===== src/rtl/mem_port_arbiter.sv =====
// Serialises byte-wide client strobes onto one 16-bit toggle-handshake SDRAM port,
// with per-client request buffers, fixed or round-robin priority and read-return registers.
module mem_port_arbiter #(
  parameter int NCLI = 3,
  parameter int AW   = 17,
  parameter int RR   = 0
) (
  input  logic               clk,
  input  logic               reset,
  input  logic [NCLI-1:0]    cli_cs,
  input  logic [NCLI-1:0]    cli_rd,
  input  logic [NCLI-1:0]    cli_we,
  input  logic [NCLI*AW-1:0] cli_addr,
  input  logic [NCLI*8-1:0]  cli_din,
  output logic [NCLI*8-1:0]  cli_q,
  output logic [NCLI-1:0]    cli_busy,
  output logic               mem_req,
  input  logic               mem_ack,
  output logic [AW-2:0]      mem_a,
  output logic [1:0]         mem_ds,
  output logic               mem_we,
  output logic [15:0]        mem_d,
  input  logic [15:0]        mem_q
);

  localparam int SW = (NCLI > 1) ? $clog2(NCLI) : 1;
  localparam logic [0:0] S_IDLE = 1'b0;
  localparam logic [0:0] S_WAIT = 1'b1;

  logic [NCLI-1:0] ev;

  // Per-client edge/address-change detection against last cycle's strobes.
  for (genvar gi = 0; gi < NCLI; gi++) begin : g_cli
    logic [AW-1:0] addr_w;
    logic          rd_w, we_w;
    logic          rd_hist_q, rd_hist_d;
    logic          we_hist_q, we_hist_d;
    logic [AW-1:0] addr_hist_q, addr_hist_d;

    assign addr_w = cli_addr[gi*AW +: AW];
    assign rd_w   = cli_cs[gi] & cli_rd[gi];
    assign we_w   = cli_cs[gi] & cli_we[gi];
    assign ev[gi] = (rd_w & ~rd_hist_q) | (we_w & ~we_hist_q) |
                    ((rd_w | we_w) & (addr_w != addr_hist_q));

    always_comb begin
      rd_hist_d   = rd_w;
      we_hist_d   = we_w;
      addr_hist_d = addr_w;
    end

    always_ff @(posedge clk or posedge reset) begin
      if (reset) begin
        rd_hist_q   <= 1'b0;
        we_hist_q   <= 1'b0;
        addr_hist_q <= '0;
      end else begin
        rd_hist_q   <= rd_hist_d;
        we_hist_q   <= we_hist_d;
        addr_hist_q <= addr_hist_d;
      end
    end
  end

  logic [0:0]         state_q, state_d;
  logic [SW-1:0]      sel_q, sel_d;
  logic [SW-1:0]      rr_q, rr_d;
  logic               lsb_q, lsb_d;
  logic [NCLI-1:0]    pend_q, pend_d;
  logic [AW-1:0]      buf_addr_q [NCLI];
  logic [AW-1:0]      buf_addr_d [NCLI];
  logic [7:0]         buf_din_q [NCLI];
  logic [7:0]         buf_din_d [NCLI];
  logic [NCLI-1:0]    buf_we_q, buf_we_d;
  logic               mem_req_q, mem_req_d;
  logic [AW-2:0]      mem_a_q, mem_a_d;
  logic [1:0]         mem_ds_q, mem_ds_d;
  logic               mem_we_q, mem_we_d;
  logic [15:0]        mem_d_q, mem_d_d;
  logic [NCLI*8-1:0]  ret_q, ret_d;
  logic [SW-1:0]      pick;

  // Descending scans so the first candidate in priority order is the last one written.
  always_comb begin
    pick = '0;
    if (RR == 0) begin
      for (int i = NCLI - 1; i >= 0; i--) begin
        if (pend_q[i]) pick = SW'(i);
      end
    end else begin
      for (int k = NCLI; k >= 1; k--) begin
        if (pend_q[(int'(rr_q) + k) % NCLI]) pick = SW'((int'(rr_q) + k) % NCLI);
      end
    end
  end

  always_comb begin
    state_d    = state_q;
    sel_d      = sel_q;
    rr_d       = rr_q;
    lsb_d      = lsb_q;
    pend_d     = pend_q;
    buf_addr_d = buf_addr_q;
    buf_din_d  = buf_din_q;
    buf_we_d   = buf_we_q;
    mem_req_d  = mem_req_q;
    mem_a_d    = mem_a_q;
    mem_ds_d   = mem_ds_q;
    mem_we_d   = mem_we_q;
    mem_d_d    = mem_d_q;
    ret_d      = ret_q;

    case (state_q)
      S_IDLE: begin
        if ((mem_ack == mem_req_q) && (|pend_q)) begin
          sel_d        = pick;
          lsb_d        = buf_addr_q[pick][0];
          mem_a_d      = buf_addr_q[pick][AW-1:1];
          mem_we_d     = buf_we_q[pick];
          mem_ds_d     = buf_we_q[pick] ? (buf_addr_q[pick][0] ? 2'b10 : 2'b01) : 2'b11;
          mem_d_d      = {buf_din_q[pick], buf_din_q[pick]};
          mem_req_d    = ~mem_req_q;
          pend_d[pick] = 1'b0;
          state_d      = S_WAIT;
        end
      end
      default: begin
        if (mem_ack == mem_req_q) begin
          if (!mem_we_q) begin
            for (int i = 0; i < NCLI; i++) begin
              if (sel_q == SW'(i)) ret_d[i*8 +: 8] = lsb_q ? mem_q[15:8] : mem_q[7:0];
            end
          end
          rr_d    = sel_q;
          state_d = S_IDLE;
        end
      end
    endcase

    // A fresh event wins over the clear from an issue in the same cycle.
    for (int i = 0; i < NCLI; i++) begin
      if (ev[i]) begin
        buf_addr_d[i] = cli_addr[i*AW +: AW];
        buf_din_d[i]  = cli_din[i*8 +: 8];
        buf_we_d[i]   = cli_we[i];
        pend_d[i]     = 1'b1;
      end
    end
  end

  always_ff @(posedge clk or posedge reset) begin
    if (reset) begin
      state_q   <= S_IDLE;
      sel_q     <= '0;
      rr_q      <= SW'(NCLI - 1);
      lsb_q     <= 1'b0;
      pend_q    <= '0;
      buf_we_q  <= '0;
      mem_req_q <= 1'b0;
      mem_a_q   <= '0;
      mem_ds_q  <= 2'b11;
      mem_we_q  <= 1'b0;
      mem_d_q   <= '0;
      ret_q     <= '0;
      for (int i = 0; i < NCLI; i++) begin
        buf_addr_q[i] <= '0;
        buf_din_q[i]  <= '0;
      end
    end else begin
      state_q    <= state_d;
      sel_q      <= sel_d;
      rr_q       <= rr_d;
      lsb_q      <= lsb_d;
      pend_q     <= pend_d;
      buf_we_q   <= buf_we_d;
      mem_req_q  <= mem_req_d;
      mem_a_q    <= mem_a_d;
      mem_ds_q   <= mem_ds_d;
      mem_we_q   <= mem_we_d;
      mem_d_q    <= mem_d_d;
      ret_q      <= ret_d;
      buf_addr_q <= buf_addr_d;
      buf_din_q  <= buf_din_d;
    end
  end

  always_comb begin
    cli_busy = pend_q;
    if (state_q == S_WAIT) begin
      for (int i = 0; i < NCLI; i++) begin
        if (sel_q == SW'(i)) cli_busy[i] = 1'b1;
      end
    end
  end

  assign cli_q   = ret_q;
  assign mem_req = mem_req_q;
  assign mem_a   = mem_a_q;
  assign mem_ds  = mem_ds_q;
  assign mem_we  = mem_we_q;
  assign mem_d   = mem_d_q;

endmodule


===== config.mk =====
export PLATFORM = sky130hd
export DESIGN_NAME = mem_port_arbiter
export DESIGN_NICKNAME = d
export VERILOG_FILES = /design/src/rtl/mem_port_arbiter.sv
export SDC_FILE = /design/constraint.sdc
export NUM_CORES = 1
export LEC_CHECK = 0
export CAP_MARGIN = 20
export CORE_ASPECT_RATIO = 1.2
export CORE_MARGIN = 5
export CORE_UTILIZATION = 56
export CTS_BUF_LIST = sky130_fd_sc_hd__clkbuf_4
export DETAILED_ROUTE_END_ITERATION = 8
export PLACE_DENSITY = 0.82
export SLEW_MARGIN = 25
export SYNTH_ARGS = -nofsm -noshare
export SYNTH_HDL_FRONTEND = slang
export SYNTH_SLANG_ARGS = --single-unit

===== constraint.sdc =====
create_clock -name clk -period 10.7 [get_ports clk]
set_clock_uncertainty 0.15 [all_clocks]
set_input_delay 3.21 -clock clk [delete_from_list [all_inputs] [get_ports clk]]
set_output_delay 3.21 -clock clk [all_outputs]
set_load 0.005 [all_outputs]

Yosys cells after proc, flatten, opt, wreduce, memory -nomap -nowiden --
Cells that the tools add are included.
Operators by class: $lt $le $gt $ge 3, eq/ne operators 9, mux-type cells 28, bitwise operators 36, reduce and logical (&&, ||, !) cells 14
Operators with widths (count):
- 17-bit != test | 3
- 17-bit binary-select mux with 2-bit select | 1
- 17-bit 2-to-1 mux | 2
- 8-bit 2-to-1 mux | 3
- 8-bit binary-select mux with 2-bit select | 1
- 1-bit bitwise AND | 15
- 4-bit AND reduction | 3
- 1-bit 2-to-1 mux | 11
- 2-bit 2-to-1 mux | 5
- 3-bit 2-to-1 mux | 3
- 1-bit NOT | 9
- 1-bit OR | 9
- 2-bit AND reduction | 4
- 2-bit != test (second input constant) | 3
- 2-bit nonzero test | 3
- 3-bit bitwise AND | 1
- 3-bit greater-or-equal comparator (second input constant) | 1
- 2-bit by 3-bit less-than comparator with 1-bit output (second input constant) | 1
- 2-bit NOT with 3-bit output | 1
- 3-bit NOT | 1
- 3-bit OR reduction | 1
- 1-bit binary-select mux with 2-bit select | 1
- 1-bit demux with 2-bit select | 1
- 2-bit by 1-bit == test with 1-bit output (second input constant) | 1
- 5 further kinds | 6
Storage, ports and cells: register bits 202, input bits 103, output and inout bits 63

Logic depth before layout (Yosys ltp) --
Gate-level depths: netlist of run 1.
word-level depth 12, mapped depth 8

Least setup slack after synthesis of run 1 --
OpenSTA, ideal clock, no wires.
path kind input to register, start input port mem_ack, end register ret_q[0] (netlist: cli_q[0]), library setup time 0.126 ns, arrival 4.250 ns, data required time 10.424 ns, setup slack 6.174 ns, cell stages on the path 6, path buffers 2, cells stage by stage xor2_2 -> or4_1 -> buf_2 -> buf_6 -> nand2_2 -> o21ai_2
Between the ends: longest elaborated chain between the ends 2
Ends and longest elaborated chain:
- start: declaration | line 18 | input logic mem_ack,
- 1-bit == test | line 128 | if (mem_ack == mem_req_q) begin
- 4-bit AND reduction (no source line)
- end signal: assignment | line 181 | ret_q <= ret_d;
- end: declaration | line 80 | logic [NCLI*8-1:0] ret_q, ret_d;
No other way between the ends. A chain may end at the register's enable or synchronous reset.

Final worst setup path of run 1 --
start input port cli_cs[0], end register buf_din_q[21] (netlist bit)
Between the ends: longest elaborated chain between the ends 4
Ends and longest elaborated chain:
- start: declaration | line 10 | input logic [NCLI-1:0] cli_cs,
- 1-bit bitwise AND, on equally long branches | line 41, 42
- 1-bit bitwise AND or 1-bit OR (tied branches) | line 43, 44
- 1-bit OR or 1-bit bitwise AND (tied branches) | line 43, 44
- 1-bit OR * | line 43 | assign ev[gi] = (rd_w & ~rd_hist_q) | (we_w & ~we_hist_q) |
- end signal: assignment | line 183 | buf_din_q <= buf_din_d;
- end: declaration | line 72 | logic [7:0] buf_din_q [NCLI];
Every way passes the cells marked *; elsewhere a longest branch is shown, timed or not.

==> flow_metrics.env, run 1 <==
export IMPL_post_cts_resized=0
export IMPL_ys_flop_type="dfrtp_1"
export IMPL_timing_final_crit_share_pct=51.1
export IMPL_post_dp_cell_area_sq_um=11800
export IMPL_start_kind="input pin"
export IMPL_area_delta_synth_final_pct=19.3
export IMPL_synth_area_per_cell_sq_um=9.77
export IMPL_irDropWorstVdd_mv=0.0856
export IMPL_clk_path_buf_depth=2
export IMPL_place_gp_congestion=0.825
export IMPL_dieArea_sq_um=21000
export IMPL_met2_usage_pct=43.0
export IMPL_ys_types=44
export IMPL_cpPeakStageDelay_ns=0.82
export IMPL_worstSetupPathDepth=6
export IMPL_max_clock_freq_mhz=183
export IMPL_hold_class="reg -> reg"
export IMPL_rsz0062_at_grt="no"
export IMPL_required_ns=11.04
export IMPL_grt_pass1_wl_um=42300
export IMPL_whs_path_depth=2
export IMPL_avgRoutedWirePerCell_um=19.6
export IMPL_tightest_slew_ns=1.00
export IMPL_setup_tns_ns=0
export IMPL_rows=54
export IMPL_end_kind="register"
export IMPL_netlist_area_leader_share_pct=47.2
export IMPL_totalWireLength_um=27100
export IMPL_cts_hold_fix_buffers=0
export IMPL_layout_drive_gt1_share_pct=6.64
export IMPL_crit_chain="clkdlybuf4s50_1, nand3b_1, nand2_1, a22oi_1, o21a_1, o211ai_1"
export IMPL_synth_seq_cells=194
export IMPL_core_area_sq_um=18000
export IMPL_yosysWarningCount=0
export IMPL_syn_nets=1145
export IMPL_cts_sinks=194
export IMPL_overflow=0
export IMPL_status="finished clean"
export IMPL_syn_inst=1042
export IMPL_nets=1250
export IMPL_gr_usage_met1_pct=33.4
export IMPL_slew_viol_final=0
export IMPL_reg2reg_slack_ns=7.94
export IMPL_vias=8476
export IMPL_design_area_sq_um=12100
export IMPL_seq_area_frac_synth_pct=47.7
export IMPL_hold_viol=0
export IMPL_met3_usage_pct=3.37
export IMPL_fin_cells=1385
export IMPL_finalSetupViolations=0
export IMPL_hpwlAfterDp_um=18500
export IMPL_die_w_um=133
export IMPL_power_density_nw_per_um2=186
export IMPL_drc=0
export IMPL_cp_slowest_cell="nand2_1"
export IMPL_yosys_area_top_type="dfrtp_1"
export IMPL_ys_async_sr_fraction_pct=100
export IMPL_chipHeight_um=158
export IMPL_drtIter0Drc=990
export IMPL_ys_top_cells_by_area="dfrtp_1, o211ai_1, o21a_1"
export IMPL_postCtsSetupBuffers=0
export IMPL_arrival_ns=5.81
export IMPL_grt_max_degree=116
export IMPL_cts_root_buf="clkbuf_4"
export IMPL_drt_pass1_iterations=6
export IMPL_ios=166
export IMPL_via_per_inst=6.12
export IMPL_cts_htree_levels=4
export IMPL_cts_reportedPaths_clkPinSlew_ns=0.17
export IMPL_r2r_worst_path_cells=5
export IMPL_cts_tree="yes"
export IMPL_synth_area_sq_um=10200
export IMPL_max_cap_violations=0
export IMPL_top_usage_layer="met2"
export IMPL_path_class="in -> reg"
export IMPL_insertion_delay_ns=0.62
export IMPL_cp_top_family="simple AND/OR/NAND/NOR gates"
export IMPL_p_total_w=0.00226
export IMPL_start_util_pct=56.5
export IMPL_synth_edf_count=0
export IMPL_dpl_cell_count=1350
export IMPL_slew_headroom_pct=32.8
export IMPL_cts_buffers_inserted=17
export IMPL_path_max_fanout=27
export IMPL_port_buffers=165
export IMPL_min_period_ns=5.47
export IMPL_antenna_found_initial=1
export IMPL_first_global_vias=7957
export IMPL_track_usage_pct=25.3
export IMPL_path_buf_inv=1
export IMPL_cellLeakagePower_nw=4.70
export IMPL_ant_nets=0
[metrics by stage]
stage | setup slack (ns) | utilization [%] | hold slack [ns]
floorplan | 2.06 | - | 0.309
global placement | 4.55 | 65.4 | 0.310
detailed placement | 4.52 | 65.4 | 0.320
CTS | 5.19 | 67.0 | 0.357
global route | 5.03 | 67.3 | 0.374
finish | 5.23 | 67.3 | 0.351
[metal layers]
layer | vias to the layer above | wire (um)
met3 | 46 | 1340
met1 | 4141 | 11300
li1 | 4008 | -
met4 | 0 | 818
met2 | 281 | 13600
met5 | - | 0
[Yosys cell counts (9+ instances only)]
master and instances:
clkbuf_1 34, buf_2 44, nand4b_1 26, and3_1 50
o21ai_1 25, o211ai_1 76, dfrtp_1 192, a22oi_1 75
buf_4 10, xnor2_1 52, nand3_1 56, nand4_1 9
mux2i_1 36, nand2_1 121, nor2_1 47, a21oi_1 44
o21a_1 76
[logic make-up (layout without fill, tap and decap cells)]
family / Yosys count / after routing / synth area share, %
AOI/OAI and AO/OA: 319 / 319 / 22.0
xor gates and xnor gates: 53 / 53 / 4.63
buffers and inverters: 95 / 213 / 4.63
DFF: 194 / 194 / 47.7
muxes: 36 / 36 / 3.54
other: 0 / 1 / 0
and+or+nand+nor: 345 / 345 / 17.5
[cells in the final DEF, fill, tap and decap left out, drive strengths merged, types with 3 or more instances in the layout]
| master | instances |
|---|---|
| a21oi | 44 |
| a222oi | 3 |
| a22oi | 75 |
| and2 | 7 |
| and3 | 50 |
| buf | 12 |
| clkbuf | 18 |
| clkdlybuf4s50 | 165 |
| clkinv | 5 |
| clkinvlp | 4 |
| dfrtp | 192 |
| inv | 7 |
| mux2i | 36 |
| nand2 | 123 |
| nand2b | 5 |
| nand3 | 56 |
| nand3b | 4 |
| nand4 | 9 |
| nand4b | 26 |
| nor2 | 49 |
| nor3 | 6 |
| o211ai | 76 |
| o21a | 76 |
| o21ai | 35 |
| o21bai | 3 |
| or2 | 5 |
| xnor2 | 52 |
[power breakdown]
group	leakage (nW)	internal, W	switching (W)
registers	2.20	0.000894	0.000135
logic	2.36	0.000441	0.000380
clock network	0.146	0.000144	0.000265
[final cells by class]
class                   instances  area, sq um
fillers                      1418         5890
multi-input cells             753         4920
flip-flops and latches        194         4860
repair buffers                177         1770
well taps                     224          280
clock inverters                14          156
clock buffers                  18          135
inverters                       4         22.5
diodes                          1         2.50
[tightest hold or removal path: cells and delay by family, from the launching register on]
family	cells	cell delay [ns]
flops	1	0.37
compound gates	1	0.05
simple gates	1	0.06
[worst paths after layout]
kind | to | start
min in group asynchronous | mem_we$_DFFE_PP0P_ | reset
max reg2reg | buf_din_q[21]$_DFFE_PP0P_ | g_cli[0].rd_hist_q$_DFF_PP0_
max | buf_din_q[21]$_DFFE_PP0P_ | cli_cs[0]
min | cli_q[6]$_DFFE_PP0P_ | cli_q[6]$_DFFE_PP0P_
max in group asynchronous | buf_addr_q[29]$_DFFE_PP0P_ | reset
min reg2reg | cli_q[6]$_DFFE_PP0P_ | cli_q[6]$_DFFE_PP0P_
[state kept, by name, indices dropped and copies added, names as in the netlist]
register           count
buf_din_q             24
mem_we                 1
mem_d                  8
g_cli.addr_hist_q     51
pend_q                 3
buf_addr_q            51
g_cli.rd_hist_q        3
state_q                1
cli_q                 24
g_cli.we_hist_q        3
lsb_q                  1
sel_q                  2
buf_we_q               3
mem_a                 16
mem_ds                 2
mem_req                1
No activity file was read; power rests on OpenSTA's default activity.
==> inputs of run 2 (changes only) <==
==> constraint.sdc (replaced) <==
create_clock -name clk -period 5.19 [get_ports clk]
set_clock_uncertainty 0.15 [all_clocks]
set_input_delay 1.557 -clock clk [delete_from_list [all_inputs] [get_ports clk]]
set_output_delay 1.557 -clock clk [all_outputs]
set_load 0.005 [all_outputs]
==> run 2 against run 1 <==
Clock-buffer cell count shrank 1. Combinational power increased by 110%. Via count increased by 2.7%. Core utilization rose by 0.55 points. Non-clock buffer count increased by 13. Design area is 0.82% higher. Global-route usage increased by 0.70 points. Sequential share of layout area decreased by 0.33 points. Register-to-register slack got worse by 5.1 ns. First-iteration DRC count grew 18%. Hold slack lost 0.0042 ns. Setup slack lost 3.7 ns.
==> flow_metrics.env, run 2 (synthesis gave the netlist of run 1 again) <==
export IMPL_status="finished clean"
export IMPL_postCtsSetupBuffers=0
export IMPL_drc=0
export IMPL_cellLeakagePower_nw=4.78
export IMPL_required_ns=3.48
export IMPL_cts_sinks=194
export IMPL_hold_viol=0
export IMPL_irDropWorstVdd_mv=0.209
export IMPL_antenna_found_initial=1
export IMPL_wl_met2_um=13600
export IMPL_regArea_sq_um=4860
export IMPL_rows=54
export IMPL_finalSetupViolations=0
export IMPL_slew_headroom_pct=28.1
export IMPL_grt_pass1_wl_um=43800
export IMPL_layout_common_cells="dfrtp_1, clkdlybuf4s50_1, nand2_1, o21a_1, o211ai_1"
export IMPL_cts_root_buf="clkbuf_4"
export IMPL_final_common_cell="dfrtp_1"
export IMPL_hold_class="reg -> reg"
export IMPL_max_cap_violations=0
export IMPL_clk_path_buf_depth=2
export IMPL_cp_top_family="buffers and inverters"
export IMPL_wl_met3_um=1490
export IMPL_overflow=0
export IMPL_top_regs="buf_addr_q: 51 flops, g_cli.addr_hist_q: 51 flops"
export IMPL_ant_nets=0
export IMPL_totalWireLength_um=27400
export IMPL_track_usage_pct=26.0
export IMPL_chipHeight_um=158
export IMPL_fin_cells=1398
export IMPL_place_gp_congestion=0.838
export IMPL_cts_tree="yes"
export IMPL_port_buffers=165
export IMPL_ios=166
export IMPL_crit_chain="inv_1, nand3_1, nand2b_1, clkdlybuf4s50_1"
export IMPL_arrival_ns=1.95
export IMPL_cpPeakStageDelay_ns=0.50
export IMPL_area_delta_synth_final_pct=20.2
export IMPL_cts_reportedPaths_clkPinSlew_ns=0.16
export IMPL_path_max_fanout=4
export IMPL_layout_drive_gt1_share_pct=7.33
export IMPL_slew_viol_final=0
export IMPL_avgRoutedWirePerCell_um=19.6
export IMPL_tightest_slew_ns=1.08
export IMPL_nets=1263
export IMPL_drtIter0Drc=1170
export IMPL_die_w_um=133
export IMPL_max_clock_freq_mhz=273
export IMPL_cp_slowest_cell="clkdlybuf4s50_1"
export IMPL_insertion_delay_ns=0.59
export IMPL_via_per_inst=6.23
export IMPL_grt_max_degree=103
export IMPL_multi_input_area_sq_um=4910
export IMPL_path_buf_inv=2
export IMPL_cts_htree_levels=4
export IMPL_first_global_vias=8318
export IMPL_end_kind="output pin"
export IMPL_min_period_ns=3.66
export IMPL_cts_buffers_inserted=17
export IMPL_post_cts_resized=0
export IMPL_reg2reg_slack_ns=2.89
export IMPL_vias=8706
export IMPL_holdWs_ns=0.346
export IMPL_hpwlAfterDp_um=19300
export IMPL_timing_final_crit_share_pct=70.5
export IMPL_wl_met1_um=11300
export IMPL_path_class="reg -> out"
export IMPL_dieArea_sq_um=21000
export IMPL_rsz0062_at_grt="no"
export IMPL_cts_hold_fix_buffers=0
export IMPL_n_fill_cell=1439
export IMPL_drt_pass1_iterations=9
export IMPL_top_layer="met4"
export IMPL_dpl_cell_count=1365
export IMPL_power_density_nw_per_um2=385
export IMPL_start_util_pct=56.5
export IMPL_start_kind="register"
export IMPL_core_area_sq_um=18000
export IMPL_setup_tns_ns=0
-- run 2: routing by layer --
metal | vias up | global-route usage [%]
li1 | 4040 | -
met5 | - | 0
met3 | 58 | 3.69
met1 | 4251 | 34.4
met2 | 357 | 43.2
met4 | 0 | 11.1
-- run 2: power by group --
| part | leakage [nW] | internal (W) | switching (W) |
|---|---|---|---|
| combinational | 2.41 | 0.000915 | 0.000780 |
| sequential | 2.20 | 0.00184 | 0.000273 |
| clock | 0.167 | 0.000379 | 0.000520 |
| total | 4.78 | 0.00314 | 0.00157 |
-- run 2: final cells by class --
type,instances,area share (%)
Multi-Input combinational cell,753,40.1
Sequential cell,194,39.7
Timing Repair Buffer,190,15.2
Tap cell,224,2.29
Clock inverter,15,1.54
Clock buffer,17,1.04
Inverter,4,0.153
Antenna cell,1,0.0204
-- run 2: worst min-delay path, delay by kind of cell (launching register included) --
kind,cells,cell delay (ns)
AOI/OAI and AO/OA,1,0.05
DFF,1,0.37
and+or+nand+nor,1,0.06
-- run 2: path summary, 6_finish.rpt --
kind | end | from | cells after the start
max | cli_busy[1] | sel_q[1]$_DFFE_PP0P_ | 4
min | cli_q[5]$_DFFE_PP0P_ | cli_q[5]$_DFFE_PP0P_ | 2
max reg2reg | buf_din_q[21]$_DFFE_PP0P_ | g_cli[0].addr_hist_q[7]$_DFF_PP0_ | 6
min reg2reg | cli_q[5]$_DFFE_PP0P_ | cli_q[5]$_DFFE_PP0P_ | 2
max in group asynchronous | buf_addr_q[18]$_DFFE_PP0P_ | reset | 3
min in group asynchronous | cli_q[9]$_DFFE_PP0P_ | reset | 2
-- run 2: stage by stage --
step                      utilization (%)  total power (W)  setup WS [ns]  cell area (sq um)
after global placement               66.1          0.00380           1.28              11900
after CTS                            67.9          0.00475           1.50              12200
after global routing                 67.9          0.00500           1.41              12200
after detailed placement             66.1          0.00385           1.19              11900
final                                67.9          0.00471           1.53              12200
after floorplan                         -          0.00304          0.980              10200
==> inputs of run 3 (changes only) <==
--- a/config.mk
+++ b/config.mk
@@ -8,10 +8,10 @@
 export CAP_MARGIN = 20
 export CORE_ASPECT_RATIO = 1.2
 export CORE_MARGIN = 5
-export CORE_UTILIZATION = 56
+export CORE_UTILIZATION = 50
 export CTS_BUF_LIST = sky130_fd_sc_hd__clkbuf_4
 export DETAILED_ROUTE_END_ITERATION = 8
-export PLACE_DENSITY = 0.82
+export PLACE_DENSITY = 0.77
 export SLEW_MARGIN = 25
 export SYNTH_ARGS = -nofsm -noshare
 export SYNTH_HDL_FRONTEND = slang
==> constraint.sdc (replaced) <==
create_clock -name clk -period 3.1 [get_ports clk]
set_clock_uncertainty 0.15 [all_clocks]
set_input_delay 0.93 -clock clk [delete_from_list [all_inputs] [get_ports clk]]
set_output_delay 0.93 -clock clk [all_outputs]
set_load 0.005 [all_outputs]
==> run 3 against run 2 <==
Power grew 70%. Via count shrank 0.51%. Global-route usage is 2.1 points lower. Design area up 3.1%. Routed wire length rose by 3.4%. Largest power group unchanged. First-iteration DRC count decreased by 21%. Cell count grew 4.6%. Clock power is 68% higher. Critical path depth fell by 1. Sequential power up 69%. Critical endpoint is now cli_busy[2]. Largest cell class unchanged.
==> flow_metrics.env, run 3 (synthesis gave the netlist of run 1 again) <==
export IMPL_status="finished clean"
export IMPL_chipHeight_um=166
export IMPL_min_period_ns=3.02
export IMPL_track_usage_pct=23.8
export IMPL_cts_buffers_inserted=17
export IMPL_cts_htree_levels=4
export IMPL_ios=166
export IMPL_cp_slowest_cell="clkdlybuf4s50_1"
export IMPL_post_dp_cell_area_sq_um=12300
export IMPL_vias=8662
export IMPL_design_area_sq_um=12600
export IMPL_cts_root_buf="clkbuf_4"
export IMPL_rows=57
export IMPL_dieArea_sq_um=23300
export IMPL_drtIter0Drc=928
export IMPL_place_gp_congestion=0.844
export IMPL_path_class="reg -> out"
export IMPL_n_fill_cell=1667
export IMPL_antenna_found_initial=1
export IMPL_nets=1288
export IMPL_layout_drive_gt1_share_pct=9.36
export IMPL_path_max_fanout=4
export IMPL_power_density_nw_per_um2=635
export IMPL_slew_viol_final=0
export IMPL_area_delta_synth_final_pct=24.0
export IMPL_fin_cells=1463
export IMPL_irDropWorstVdd_mv=0.284
export IMPL_p_total_w=0.00803
export IMPL_overflow=0
export IMPL_end_kind="output pin"
export IMPL_required_ns=2.02
export IMPL_hold_class="reg -> reg"
export IMPL_layout_common_cells="dfrtp_1, clkdlybuf4s50_1, nand2_1, o21a_1, o211ai_1"
export IMPL_arrival_ns=1.94
export IMPL_ant_nets=0
export IMPL_post_cts_resized=0
export IMPL_cpPeakStageDelay_ns=0.55
export IMPL_first_global_vias=8397
export IMPL_cts_hold_fix_buffers=0
export IMPL_drc=0
export IMPL_final_common_cell="dfrtp_1"
export IMPL_clk_path_buf_depth=2
export IMPL_port_buffers=165
export IMPL_slew_headroom_pct=42.1
export IMPL_start_util_pct=50.5
export IMPL_hold_viol=0
export IMPL_core_area_sq_um=20200
export IMPL_dpl_cell_count=1431
export IMPL_drt_pass1_iterations=5
export IMPL_finalSetupViolations=0
export IMPL_avgRoutedWirePerCell_um=19.4
export IMPL_cellLeakagePower_nw=4.95
export IMPL_via_per_inst=5.92
export IMPL_insertion_delay_ns=0.59
export IMPL_cts_sinks=194
export IMPL_postCtsSetupBuffers=0
export IMPL_top_regs="buf_addr_q: 51 flops, g_cli.addr_hist_q: 51 flops"
export IMPL_die_w_um=140
export IMPL_tightest_slew_ns=0.863
export IMPL_grt_pass1_wl_um=45100
export IMPL_cts_tree="yes"
export IMPL_path_buf_inv=1
export IMPL_hpwlAfterDp_um=20700
export IMPL_start_kind="register"
export IMPL_totalWireLength_um=28400
export IMPL_cts_reportedPaths_clkPinSlew_ns=0.15
export IMPL_grt_max_degree=56
export IMPL_rsz0062_at_grt="no"
export IMPL_crit_chain="nand2b_2, o21bai_1, clkdlybuf4s50_1"
export IMPL_max_cap_violations=0
export IMPL_cp_top_family="buffers and inverters"
export IMPL_max_clock_freq_mhz=331
export IMPL_timing_final_crit_share_pct=97.4
==> run 3: worst paths after layout <==
kind	from	endpoint	slack, ns	depth (start not counted)
worst max-delay path	sel_q[0]$_DFFE_PP0P_	cli_busy[2]	0.08	3
worst min-delay path	cli_q[3]$_DFFE_PP0P_	cli_q[3]$_DFFE_PP0P_	0.35	2
worst max register to register	pend_q[2]$_DFFE_PP0P_	mem_we$_DFFE_PP0P_	1.01	4
worst min register to register	cli_q[3]$_DFFE_PP0P_	cli_q[3]$_DFFE_PP0P_	0.35	2
max in group asynchronous	reset	mem_a[7]$_DFFE_PP0P_	1.63	3
min in group asynchronous	reset	pend_q[0]$_DFFE_PP0P_	0.55	2
==> run 3: where the power goes <==
group	internal (W)	switching, W	leakage (nW)
Combinational	0.00162	0.00132	2.58
Sequential	0.00309	0.000495	2.20
Clock	0.000657	0.000849	0.164
==> run 3: per-layer routing <==
| metal | wire (um) | vias up | global-route usage [%] | share of wire [%] |
|---|---|---|---|---|
| met2 | 13900 | 323 | 38.6 | 49 |
| li1 | - | 4078 | - | - |
| met3 | 1640 | 55 | 3.20 | 5.8 |
| met5 | 0 | - | 0 | 0 |
| met4 | 975 | 0 | 9.69 | 3.4 |
| met1 | 11800 | 4206 | 32.4 | 42 |
==> run 3: area by class of cell <==
cell class | count | area [sq um] | share of cell area [%]
diodes | 1 | 2.50 | 0.0198
clock buffers | 20 | 150 | 1.19
clock inverters | 11 | 161 | 1.28
inverters | 4 | 18.8 | 0.149
multi-input cells | 753 | 4900 | 38.8
flip-flops and latches | 194 | 4860 | 38.5
well taps | 265 | 332 | 2.63
repair buffers | 215 | 2200 | 17.5
==> run 3: worst register-to-register path, cell delays in order (launching register included) <==
cell	delay (ns)
dfrtp_1	0.54
nor3b_4	0.67
o21ai_1	0.26
and2_1	0.23
a21o_1	0.14
==> run 3: per-stage QoR <==
stage / worst slack, ns / hold slack, ns / TNS [ns] / utilization, %
2_1_floorplan: -0.483 / 0.309 / -92.69 / -
3_3_place_gp: 0.0879 / 0.311 / 0 / 61.0
3_5_place_dp: 0.0588 / 0.320 / 0 / 61.0
4_1_cts: 0.00811 / 0.352 / 0 / 62.5
5_1_grt: 0.0175 / 0.376 / 0 / 62.6
6_report: 0.0821 / 0.346 / 0 / 62.6
